## src/rtl/rv_pkg.sv

```systemverilog
// Shared types and constants for the RV32I instruction-fetch stage.
//   if_state_e : fetch controller states
//   if_entry_t : one prefetch entry, instruction word plus its PC
//   INSTR_NOP  : canonical NOP (ADDI x0,x0,0) shown when nothing is valid
package rv_pkg;

   typedef enum logic [1:0] {
      IF_RESET = 2'd0,
      IF_RUN   = 2'd1,
      IF_DRAIN = 2'd2
   } if_state_e;

   typedef struct packed {
      logic [31:0] instr;
      logic [31:0] pc;
   } if_entry_t;

   localparam logic [31:0] INSTR_NOP = 32'h0000_0013;

endpackage

```

## src/rtl/rv_sync_fifo.sv

```systemverilog
// Single-clock FIFO with registered storage and a head that reads straight
// out of the storage array, so an entry written at an edge is visible on
// head right after that edge.
//   clk, rst        : clock, asynchronous active-high reset
//   push, push_data : write an entry (accepted when not full, or when full
//                     and popping in the same cycle)
//   pop             : remove the head entry (ignored when empty)
//   flush           : discard all entries; overrides push and pop
//   head            : oldest entry
//   count           : number of entries held
//   full, empty     : occupancy flags
module rv_sync_fifo #(
   parameter int WIDTH = 64,
   parameter int DEPTH = 2
) (
   input  logic                     clk,
   input  logic                     rst,
   input  logic                     push,
   input  logic [WIDTH-1:0]         push_data,
   input  logic                     pop,
   input  logic                     flush,
   output logic [WIDTH-1:0]         head,
   output logic [$clog2(DEPTH):0]   count,
   output logic                     full,
   output logic                     empty
);

   localparam int AW = $clog2(DEPTH);

   logic [WIDTH-1:0] mem [DEPTH];
   logic [AW-1:0]    wr_ptr;
   logic [AW-1:0]    rd_ptr;
   logic             do_push;
   logic             do_pop;

   assign empty   = (count == '0);
   assign full    = (count == (AW+1)'(DEPTH));
   assign do_pop  = pop && !empty;
   assign do_push = push && (!full || do_pop);
   assign head    = mem[rd_ptr];

   always_ff @(posedge clk or posedge rst) begin
      if (rst) begin
         wr_ptr <= '0;
         rd_ptr <= '0;
         count  <= '0;
      end else if (flush) begin
         wr_ptr <= '0;
         rd_ptr <= '0;
         count  <= '0;
      end else begin
         if (do_push) wr_ptr <= wr_ptr + 1'b1;
         if (do_pop)  rd_ptr <= rd_ptr + 1'b1;
         count <= count + (AW+1)'(do_push) - (AW+1)'(do_pop);
      end
   end

   // Storage needs no reset; only entries between the pointers are ever read.
   always_ff @(posedge clk) begin
      if (do_push && !flush) mem[wr_ptr] <= push_data;
   end

endmodule

```

## src/rtl/rv_ifetch.sv

```systemverilog
// Instruction-fetch stage: keeps the fetch PC, issues word requests to
// instruction memory, buffers in-order responses in a prefetch FIFO and
// hands {instr, pc, pc+4} to decode over valid/ready. EX redirects restart
// the stream and discard responses still in flight for the old one.
//   i_clk, i_rst                  : clock, asynchronous active-high reset
//   o_imem_req/addr, i_imem_gnt   : request channel (issue = req && gnt)
//   i_imem_rvalid/rdata           : in-order response channel
//   i_redirect_valid/pc           : EX redirect (branch, JAL, JALR)
//   o_if_valid, i_if_ready        : decode handshake
//   o_if_instr/pc/pc_plus_4       : decode payload (NOP, 0, 4 when idle)
//
// state    | meaning
// ---------+-----------------------------------------------------------
// IF_RESET | held in reset and for one cycle after release; no requests
// IF_RUN   | normal fetching, every response is kept
// IF_DRAIN | stale responses still due; drop_cnt of them get discarded
module rv_ifetch
   import rv_pkg::*;
#(
   parameter logic [31:0] RESET_PC   = 32'h0000_0000,
   parameter int          FIFO_DEPTH = 2
) (
   input  logic        i_clk,
   input  logic        i_rst,
   output logic        o_imem_req,
   output logic [31:0] o_imem_addr,
   input  logic        i_imem_gnt,
   input  logic        i_imem_rvalid,
   input  logic [31:0] i_imem_rdata,
   input  logic        i_redirect_valid,
   input  logic [31:0] i_redirect_pc,
   output logic        o_if_valid,
   input  logic        i_if_ready,
   output logic [31:0] o_if_instr,
   output logic [31:0] o_if_pc,
   output logic [31:0] o_if_pc_plus_4
);

   localparam int          CW      = $clog2(FIFO_DEPTH) + 1;
   localparam logic [CW:0] CREDITS = (CW+1)'(FIFO_DEPTH);

   if_state_e     state;
   logic [31:0]   fetch_pc;
   logic [CW-1:0] outstanding;
   logic [CW-1:0] drop_cnt;
   logic [CW-1:0] drop_next;
   logic [CW-1:0] fifo_count;
   logic [CW-1:0] tag_count;
   logic [CW:0]   credit_used;
   logic          issue;
   logic          resp_keep;
   logic          if_pop;
   logic          fifo_empty;
   logic          fifo_full;
   logic          tag_full;
   logic          tag_empty;
   logic [31:0]   tag_pc;
   if_entry_t     push_entry;
   if_entry_t     head_entry;
   logic          unused_ok;

   // Outstanding requests reserve FIFO space, so a response always fits.
   assign credit_used = {1'b0, outstanding} + {1'b0, fifo_count};
   assign o_imem_req  = (state != IF_RESET) && !i_redirect_valid && (credit_used < CREDITS);
   assign o_imem_addr = fetch_pc;
   assign issue       = o_imem_req && i_imem_gnt;

   // A response arriving with a redirect belongs to the old stream.
   assign resp_keep  = i_imem_rvalid && (drop_cnt == '0) && !i_redirect_valid;
   assign if_pop     = o_if_valid && i_if_ready;
   assign push_entry = '{instr: i_imem_rdata, pc: tag_pc};

   always_comb begin
      drop_next = drop_cnt;
      if (i_redirect_valid)
         drop_next = outstanding - CW'(i_imem_rvalid);
      else if (i_imem_rvalid && (drop_cnt != '0))
         drop_next = drop_cnt - 1'b1;
   end

   always_ff @(posedge i_clk or posedge i_rst) begin
      if (i_rst) begin
         state       <= IF_RESET;
         fetch_pc    <= {RESET_PC[31:2], 2'b00};
         outstanding <= '0;
         drop_cnt    <= '0;
      end else begin
         outstanding <= outstanding + CW'(issue) - CW'(i_imem_rvalid);
         drop_cnt    <= drop_next;
         if (i_redirect_valid)
            fetch_pc <= {i_redirect_pc[31:2], 2'b00};
         else if (issue)
            fetch_pc <= fetch_pc + 32'd4;
         case (state)
            IF_RESET: state <= IF_RUN;
            IF_RUN,
            IF_DRAIN: state <= (drop_next != '0) ? IF_DRAIN : IF_RUN;
            default:  state <= IF_RESET;
         endcase
      end
   end

   // PC tags of live requests; stale tags are flushed on redirect and the
   // matching stale responses never pop here because drop_cnt covers them.
   rv_sync_fifo #(
      .WIDTH (32),
      .DEPTH (FIFO_DEPTH)
   ) u_tag_q (
      .clk       (i_clk),
      .rst       (i_rst),
      .push      (issue),
      .push_data (fetch_pc),
      .pop       (resp_keep),
      .flush     (i_redirect_valid),
      .head      (tag_pc),
      .count     (tag_count),
      .full      (tag_full),
      .empty     (tag_empty)
   );

   rv_sync_fifo #(
      .WIDTH ($bits(if_entry_t)),
      .DEPTH (FIFO_DEPTH)
   ) u_prefetch (
      .clk       (i_clk),
      .rst       (i_rst),
      .push      (resp_keep),
      .push_data (push_entry),
      .pop       (if_pop),
      .flush     (i_redirect_valid),
      .head      (head_entry),
      .count     (fifo_count),
      .full      (fifo_full),
      .empty     (fifo_empty)
   );

   assign o_if_valid     = !fifo_empty;
   assign o_if_instr     = o_if_valid ? head_entry.instr : INSTR_NOP;
   assign o_if_pc        = o_if_valid ? head_entry.pc : 32'h0;
   assign o_if_pc_plus_4 = o_if_pc + 32'd4;

   assign unused_ok = ^{fifo_full, tag_full, tag_empty, tag_count, i_redirect_pc[1:0]};

endmodule

```

## config.mk

```make
export PLATFORM = sky130hd
export DESIGN_NAME = rv_ifetch
export DESIGN_NICKNAME = d
export VERILOG_FILES = /design/src/rtl/rv_pkg.sv /design/src/rtl/rv_sync_fifo.sv /design/src/rtl/rv_ifetch.sv
export SDC_FILE = /design/constraint.sdc
export NUM_CORES = 1
export LEC_CHECK = 0
export CAP_MARGIN = 20
export CORE_AREA = 2 2 147 149
export DETAILED_ROUTE_END_ITERATION = 10
export DIE_AREA = 0 0 149 151
export GPL_TIMING_DRIVEN = 0
export PLACE_DENSITY = 0.85
export SLEW_MARGIN = 20
export SYNTH_ARGS = -nofsm -noshare
export SYNTH_HDL_FRONTEND = slang
export SYNTH_SLANG_ARGS = --single-unit
```

## constraint.sdc

```tcl
create_clock -name i_clk -period 5.5 [get_ports i_clk]
set_input_delay 1.65 -clock i_clk [delete_from_list [all_inputs] [get_ports i_clk]]
set_output_delay 1.65 -clock i_clk [all_outputs]
set_load 0.01 [all_outputs]
```

==> results of run 1 <==
[power groups by stage]
stage          clock network (mW)  registers [mW]  logic, mW
4_1_cts                      1.51            2.27       2.40
2_1_floorplan                   0            2.27       1.20
6_report                     1.49            2.27       2.38
5_1_grt                      1.58            2.29       2.56
3_3_place_gp                    0            2.29       2.30
3_5_place_dp                    0            2.30       2.37
[synthesized netlist by cell type, types with 4 or more instances]
master / count
edfxtp_1: 184
nor2_1: 88
mux2i_1: 64
nand2_1: 53
dfrtp_1: 44
mux2_2: 31
nand3_1: 31
o21ai_0: 26
inv_1: 25
xor2_1: 24
xnor2_1: 13
buf_2: 12
ha_1: 12
nor3_1: 12
o311ai_0: 12
nand4_1: 11
clkbuf_1: 10
nor2b_1: 10
buf_4: 9
a21oi_1: 7
o211ai_1: 7
buf_1: 6
nand3b_1: 6
nor4_2: 6
and2_1: 5
a211oi_2: 4
a31oi_1: 4
and3_1: 4
[cell type report]
| cell class | count | area, µm² |
|---|---|---|
| fillers | 1501 | 7350 |
| multi-input cells | 479 | 3380 |
| flip-flops and latches | 228 | 6630 |
| clock buffers | 32 | 652 |
| repair buffers | 199 | 2070 |
| well taps | 275 | 344 |
| plain buffers | 38 | 231 |
| clock inverters | 10 | 71.3 |
| inverters | 25 | 93.8 |
[registers in the layout, summed over array words and instances, names as in the netlist]
name and count:
u_prefetch.mem 124, u_tag_q.wr_ptr 1, u_tag_q.rd_ptr 1, outstanding 2, u_prefetch.rd_ptr 1, state 2, u_prefetch.count 2, u_prefetch.wr_ptr 1
o_imem_addr 30, u_tag_q.mem 60, drop_cnt 2, u_tag_q.count 2
[metrics by stage]
| stage | utilization [%] | hold slack [ns] | instances | cell area (µm²) |
|---|---|---|---|---|
| after floorplan | - | 0.478 | 772 | 10300 |
| after global placement | 60.2 | 0.491 | 1238 | 12500 |
| after detailed placement | 61.0 | 0.493 | 1244 | 12700 |
| after CTS | 64.6 | 0.507 | 1284 | 13400 |
| after global routing | 64.7 | 0.548 | 1286 | 13500 |
| final | 64.7 | 0.507 | 1286 | 13500 |
[critical path, stage by stage, from the launching register on]
cell	delay, ns
dfrtp_2	0.43
nor2_4	0.08
buf_2	0.20
buf_4	0.21
buf_2	0.20
buf_4	0.20
nor2_1	0.15
ha_2	0.21
nand4_1	0.15
buf_4	0.24
nor4_2	0.31
xor2_1	0.16
clkdlybuf4s50_1	0.57
[final timing paths]
kind,from,end,slack [ns]
hold reg to reg,outstanding[0],outstanding[0],0.51
max in group asynchronous,i_rst,o_imem_addr[17],3.56
min in group asynchronous,i_rst,o_imem_addr[8],1.46
setup reg to reg,u_prefetch.count[0],outstanding[1],2.30
hold / removal,outstanding[0],outstanding[0],0.51
setup / recovery,u_prefetch.count[1],o_if_pc_plus_4[22],0.24
[what timing repair did]
action                                  CTS  global route
endpoints found under the setup margin   14            10
resized for setup                         9             4
pin swaps                                 0             1
setup buffers                             0             2
[logic make-up (layout without fill, tap and decap cells)]
kind of cell               after synthesis  in the layout  synth area share (%)
other                                    1              6                0.0365
adders and majority gates               13             13                  1.66
and+or+nand+nor                        250            250                  12.4
buffers and inverters                   65            304                  3.11
xor gates and xnor gates                37             37                  3.16
muxes                                   95             95                  9.64
AOI/OAI and AO/OA                       78             78                  5.40
DFF                                    228            228                  64.6
[per-layer routing]
metal / GRT usage, % / vias up / wire length, µm
met5: 0 / - / 0
met4: 6.48 / 0 / 564
met3: 4.34 / 49 / 1910
met2: 36.7 / 334 / 11800
met1: 27.4 / 3451 / 9970
li1: - / 3284 / -
==> flow_summary.ini, run 1 <==
[synth]
syn_inst = 767
postSynth.asyncResetShare_pct = 19.3
synthFlopType = edfxtp_1
ys_ff_latch = 228
netlist_area_um2 = 10300
synth_top_area_share_pct = 53.8
yosysTopAreaCell = edfxtp_1
synth_area_leaders = edfxtp_1 54%, dfrtp_1 11%, mux2i_1 6.2%, mux2_2 3.4%, nor2_1 3.2%
ys_types = 57
syn_area_per_cell_um2 = 13.4
synth_edf_count = 184
synth_warnings = 0
synth-seq-area-share_pct = 64.6

[cts]
cts_tree = built
cts-buffers-inserted = 24
ctsHoldBuffers = 0
cts_max_level = 1
max-clock-path-buffers = 3
clk_latency_ns = 0.51
cts.sinks = 228
clk_pin_slew_ns = 0.06
cts_root_buf = clkbuf_16

[drt]
postRouteAntennaNets = 0
vias_per_cell = 5.53
via_count = 7118
wirelength_um = 24200
first_iter_violations = 521
firstDrtPassIters = 7
drc = 0
wire_per_inst_um = 18.8

[worst_setup_path]
crit_path_end_kind = primary output
critPathLaunchType = flop
crit_fanout = 10
r2r_cells = 13
timing.setup.critical_path_class = reg2out
cp_data_required_time_ns = 3.85
worstPathArrival_ns = 3.61

[final_layout]
area_growth_pct = 31.2
final_common_cell = clkdlybuf4s50_1
final_nets = 1078
n_antenna_cell = 0
final_cell_mix = 190 x clkdlybuf4s50_1, 184 x edfxtp_1, 85 x nor2_1
layout-drive-gt1-share_pct = 12.0

[power]
p_int_mw = 4.15
pwr-share-comb_pct = 38.8
p_leak_nw = 4.75
seq_power_share_pct = 37.0
switching_share_pct = 32.4
power_switching_mw = 1.99
vdd_drop_max_mv = 0.270
finalPower_mw = 6.14
clkPwrFrac_pct = 24.2
power_density_nw_per_um2 = 456

[grt]
grt_pass1_vias = 6969
antenna_found_initial = 0
grt_pass1_wl_um = 37300
track_usage_pct = 21.3
overflow = 0
grt_max_degree = 47

[floorplanning]
core_area_um2 = 20800
start_util_pct = 49.3
rows = 53
ioPinCount = 200
dieArea_um2 = 22500
die_y_um = 151
dieWidth_um = 149

[sta]
finalWorstSetupSlack_ns = 0.237
setup-violations-final = 0
finalCritPeriodShare_pct = 95.7
period_minus_slack_ns = 5.26
max_slew_margin_pct = 54.2
fin_skew_ns = 0.00841
finalHoldViolations = 0
slew_violations = 0
timing.fmax_mhz = 190
worst_pin_slew_ns = 0.687
setup-tns-final_ns = 0

[placement]
dp_hpwl_um = 17300
dp_worst_setup_slack_ns = -0.177
io_buffers = 191
finalWeightedCongestion = 0.862

[status]
status = complete, no violations

[hold_path]
hold_path_class = reg2reg
min_path_cells = 1

[job]
cap_violations = 0
No activity file was read; power rests on OpenSTA's default activity.
==> inputs of run 2 (changes only) <==
- SKIP_CTS_REPAIR_TIMING: unset -> 1
==> run 2 against run 1 <==
Total power is essentially flat. Critical endpoint is now o_if_pc_plus_4[24]. Hold slack is essentially flat. First-iteration DRC count grew 20%. Via count is essentially flat. Critical path type unchanged. Largest cell class unchanged.
==> flow_summary.ini, run 2 (same netlist as run 1, synthesis figures left out) <==
[status]
status = complete, no violations

[cts]
max-clock-path-buffers = 3
cts_tree = built
cts-buffers-inserted = 24
cts_max_level = 1
clk_pin_slew_ns = 0.06
cts_root_buf = clkbuf_16
clk_latency_ns = 0.51
cts.sinks = 228

[sta]
setup-tns-final_ns = 0
rsz0062_at_grt = false
timing.fmax_mhz = 189
max_slew_margin_pct = 53.4
finalHoldViolations = 0
finalCritPeriodShare_pct = 96.1
worst_pin_slew_ns = 0.699
finalWorstSetupSlack_ns = 0.213
setup-violations-final = 0
slew_violations = 0
fin_skew_ns = 0.00827
period_minus_slack_ns = 5.29

[final_layout]
final_common_cell = clkdlybuf4s50_1
stdcell_area_um2 = 13500
largest_reg_flops = 124
final_cell_mix = 189 x clkdlybuf4s50_1, 184 x edfxtp_1, 85 x nor2_1
layout-drive-gt1-share_pct = 11.9
regMostFlops = u_prefetch.mem
n_antenna_cell = 0
layoutNonFillerInstCount = 1284
final_nets = 1076
area_growth_pct = 31.2

[floorplanning]
rows = 53
dieWidth_um = 149
ioPinCount = 200
die_y_um = 151
start_util_pct = 49.3
core_area_um2 = 20800
dieArea_um2 = 22500

[worst_setup_path]
timing.setup.critical_path_class = reg2out
cp_data_required_time_ns = 3.85
worstPathArrival_ns = 3.64
critPathLaunchType = flop
crit_path_end_kind = primary output
cp_slowest_cell = clkdlybuf4s50_1
max_stage_delay_ns = 0.56
path_cells = nor2_4, clkbuf_4, buf_2, clkinvlp_4, and2_1, ha_2, nand4_1, buf_4, nor4b_1, xor2_1, clkdlybuf4s50_1
crit_fanout = 10

[drt]
first_iter_violations = 623
wire_per_inst_um = 18.8
drc = 0
wirelength_um = 24200
firstDrtPassIters = 5
via_count = 7114
postRouteAntennaNets = 0
vias_per_cell = 5.54

[placement]
dp_cells = 1244
io_buffers = 191
post_dp_cell_area_um2 = 12700
dp_hpwl_um = 17300
dp_worst_setup_slack_ns = -0.177
finalWeightedCongestion = 0.862

[job]
cap_violations = 0

[grt]
track_usage_pct = 21.4
antenna_found_initial = 0
overflow = 0
grt_pass1_vias = 6965
grt_max_degree = 47
grt_pass1_wl_um = 37400

[power]
power_density_nw_per_um2 = 456
p_leak_nw = 4.75
vdd_drop_max_mv = 0.291
finalPower_mw = 6.14

[hold_path]
hold_path_class = reg2reg
-- run 2: final timing paths --
| kind | start | endpoint | slack (ns) | depth (start not counted) |
|---|---|---|---|---|
| worst max-delay path | u_prefetch.count[1] | o_if_pc_plus_4[24] | 0.21 | 11 |
| worst min-delay path | outstanding[0] | outstanding[0] | 0.51 | 1 |
| worst max register to register | u_prefetch.count[0] | outstanding[1] | 2.28 | 13 |
| worst min register to register | outstanding[0] | outstanding[0] | 0.51 | 1 |
| max in group asynchronous | i_rst | o_imem_addr[17] | 3.56 | 3 |
| min in group asynchronous | i_rst | o_imem_addr[8] | 1.46 | 2 |
-- run 2: power by group --
part	total (mW)	internal [mW]	switching, mW
registers	2.27	2.11	0.164
clock network	1.49	0.874	0.616
logic	2.37	1.16	1.21
-- run 2: final cells by class --
type	count	area (µm²)
multi-input cells	479	3380
flip-flops and latches	228	6630
clock buffers	32	652
clock inverters	10	71.3
well taps	275	344
repair buffers	198	2070
inverters	25	97.6
plain buffers	37	229
fillers	1505	7360
-- run 2: stage by stage --
| stage | utilization, % | hold WS [ns] |
|---|---|---|
| floorplan | - | 0.478 |
| global placement | 60.2 | 0.491 |
| detailed placement | 61.0 | 0.493 |
| CTS | 64.5 | 0.507 |
| global route | 64.7 | 0.548 |
| finish | 64.7 | 0.507 |
-- run 2: per-layer routing --
| layer | vias up | track usage, % | share of wire, % |
|---|---|---|---|
| met3 | 52 | 4.31 | 8.5 |
| met4 | 0 | 6.05 | 2.3 |
| met5 | - | 0 | 0 |
| met1 | 3434 | 27.6 | 41 |
| met2 | 347 | 36.8 | 48 |
| li1 | 3281 | - | - |
-- run 2: worst max-delay path, delay by kind of cell, from the launching register on --
kind	cells	cell delay (ns)
fa+ha+maj	1	0.27
xor+xnor	1	0.18
flops	1	0.43
buf+inv	5	1.36
simple gates	4	0.88
==> inputs of run 3 (changes only) <==
- CAP_MARGIN: 20 -> 40
- CORE_AREA: 2 2 147 149 -> 2 2 150 152
- DIE_AREA: 0 0 149 151 -> 0 0 152 154
- SYNTH_HIERARCHICAL: unset -> 1
==> run 3 against run 2 <==
Die area increased by 4.0%. Routed wire length increased by 2.6%. Count of clock-buffer cells in the layout increased by 5. Critical path type unchanged. Largest cell class unchanged. Highest routed layer unchanged.
==> flow_summary.ini, run 3 <==
[power]
seq_power_share_pct = 51.3
p_leak_nw = 5.05
pwr-share-comb_pct = 12.2
vdd_drop_max_mv = 0.199
clkPwrFrac_pct = 36.6
switching_share_pct = 24.0
p_int_mw = 3.20
power_density_nw_per_um2 = 298
power_switching_mw = 1.01
finalPower_mw = 4.21

[final_layout]
num-fill-cells = 1565
final_common_cell = clkdlybuf4s50_1
final_nets = 1100
n_antenna_cell = 0
final_cell_mix = 195 x clkdlybuf4s50_1, 192 x edfxtp_1, 75 x nor2b_1
layoutNonFillerInstCount = 1317
regMostFlops = u_prefetch/mem
layout-drive-gt1-share_pct = 14.8
area_growth_pct = 32.2
largest_reg_flops = 128

[floorplanning]
rows = 54
die_y_um = 154
start_util_pct = 49.3
ioPinCount = 200
dieWidth_um = 152
core_area_um2 = 21700
dieArea_um2 = 23400

[worst_setup_path]
crit_fanout = 10
cp_slowest_cell = clkdlybuf4s50_1
worst_path_most_repeated_cell = buf_4
timing.setup.critical_path_class = reg2out
path_cells = clkbuf_4, buf_4, mux2_1, nor2b_1, ha_1, nand3_1, nor3_4, nand4_1, buf_4, nor3_2, xor2_1, clkdlybuf4s50_1
crit_family = buffers and inverters
critPathLaunchType = flop
crit_path_end_kind = primary output
worstPathArrival_ns = 3.65
max_stage_delay_ns = 0.57
crit_buf_inv = 4
cp_data_required_time_ns = 3.85

[cts]
clk_pin_slew_ns = 0.06
cts_max_level = 1
cts_tree = built
cts.sinks = 236
cts-buffers-inserted = 24
clk_latency_ns = 0.51
max-clock-path-buffers = 3
cts_root_buf = clkbuf_16

[synth]
synth_warnings = 6
syn_inst = 770
netlist_area_um2 = 10700
syn_area_per_cell_um2 = 13.9

[sta]
finalCritPeriodShare_pct = 96.3
fin_skew_ns = 0.00764
max_slew_margin_pct = 54.6
timing.fmax_mhz = 189
finalHoldViolations = 0
worst_pin_slew_ns = 0.681
setup-violations-final = 0
period_minus_slack_ns = 5.30
slew_violations = 0

[placement]
dp_hpwl_um = 18000
io_buffers = 195
dp_cells = 1264
finalWeightedCongestion = 0.854

[grt]
track_usage_pct = 20.7
grt_pass1_vias = 7157
antenna_found_initial = 0
overflow = 0
grt_max_degree = 37
grt_pass1_wl_um = 38900

[drt]
wirelength_um = 24800
postRouteAntennaNets = 0
vias_per_cell = 5.49
first_iter_violations = 423
drc = 0
firstDrtPassIters = 5
wire_per_inst_um = 18.9
via_count = 7225

[hold_path]
hold_path_class = reg2reg

[job]
cap_violations = 0

[status]
status = complete, no violations
-- run 3: cell count changes in the layout (fill, tap and decap cells not counted), moves of 7 or more --
cell      before  now
inv_1         23   16
mux2_2        31   48
mux2i_1       64    3
and3_1         4   13
nand2_1       53   46
xnor2_1       13   20
nor2b_1        9   75
nor3_1        11    3
nor2_1        85   30
xor2_1        24   17
buf_8          2   12
edfxtp_1     184  192
mux2_1         0   51
-- run 3: worst paths after layout --
| kind | start | endpoint | slack [ns] | cells after the start |
|---|---|---|---|---|
| setup / recovery | u_prefetch/rd_ptr | o_if_pc_plus_4[30] | 0.20 | 12 |
| hold / removal | o_imem_addr[31] | u_tag_q/mem[0][31] | 0.55 | 0 |
| setup reg to reg | u_prefetch/count[0] | u_tag_q/mem[1][3] | 1.97 | 10 |
| hold reg to reg | o_imem_addr[31] | u_tag_q/mem[0][31] | 0.55 | 0 |
| max in group asynchronous | i_rst | o_imem_addr[31] | 3.74 | 3 |
| min in group asynchronous | i_rst | outstanding[1] | 1.39 | 2 |
-- run 3: cell type report --
class	count	area [µm²]	area share (%)
Inverter	18	67.6	0.478
Clock buffer	37	709	5.02
Multi-Input combinational cell	487	3660	25.9
Tap cell	280	350	2.48
Buffer	34	180	1.28
Clock inverter	7	48.8	0.345
Sequential cell	236	6870	48.6
Timing Repair Buffer	218	2240	15.8
-- run 3: power groups by stage --
stage / logic [mW] / registers, mW / clock network, mW
3_3_place_gp: 0.474 / 2.19 / 0
6_report: 0.512 / 2.16 / 1.54
4_1_cts: 0.510 / 2.16 / 1.57
2_1_floorplan: 0.264 / 2.17 / 0
5_1_grt: 0.558 / 2.17 / 1.65
3_5_place_dp: 0.505 / 2.19 / 0
-- run 3: through the flow --
stage,hold WS [ns],setup TNS [ns],area [µm²],utilization [%],setup WS [ns]
floorplan,0.493,0,10700,-,0.471
global placement,0.517,-317.07,13000,60.1,-1.94
detailed placement,0.540,-55.57,13200,61.0,-0.679
CTS,0.551,-8.09,14000,64.5,-0.837
global route,0.580,-0.0593,14100,65.1,-0.0309
finish,0.546,0,14100,65.1,0.203
-- run 3: routing by layer --
layer	vias to the layer above	global-route usage (%)	wire length [µm]
met5	-	0	0
met4	0	5.07	443
met3	39	4.09	2010
met2	360	35.2	12000
met1	3482	27.5	10400
li1	3344	-	-
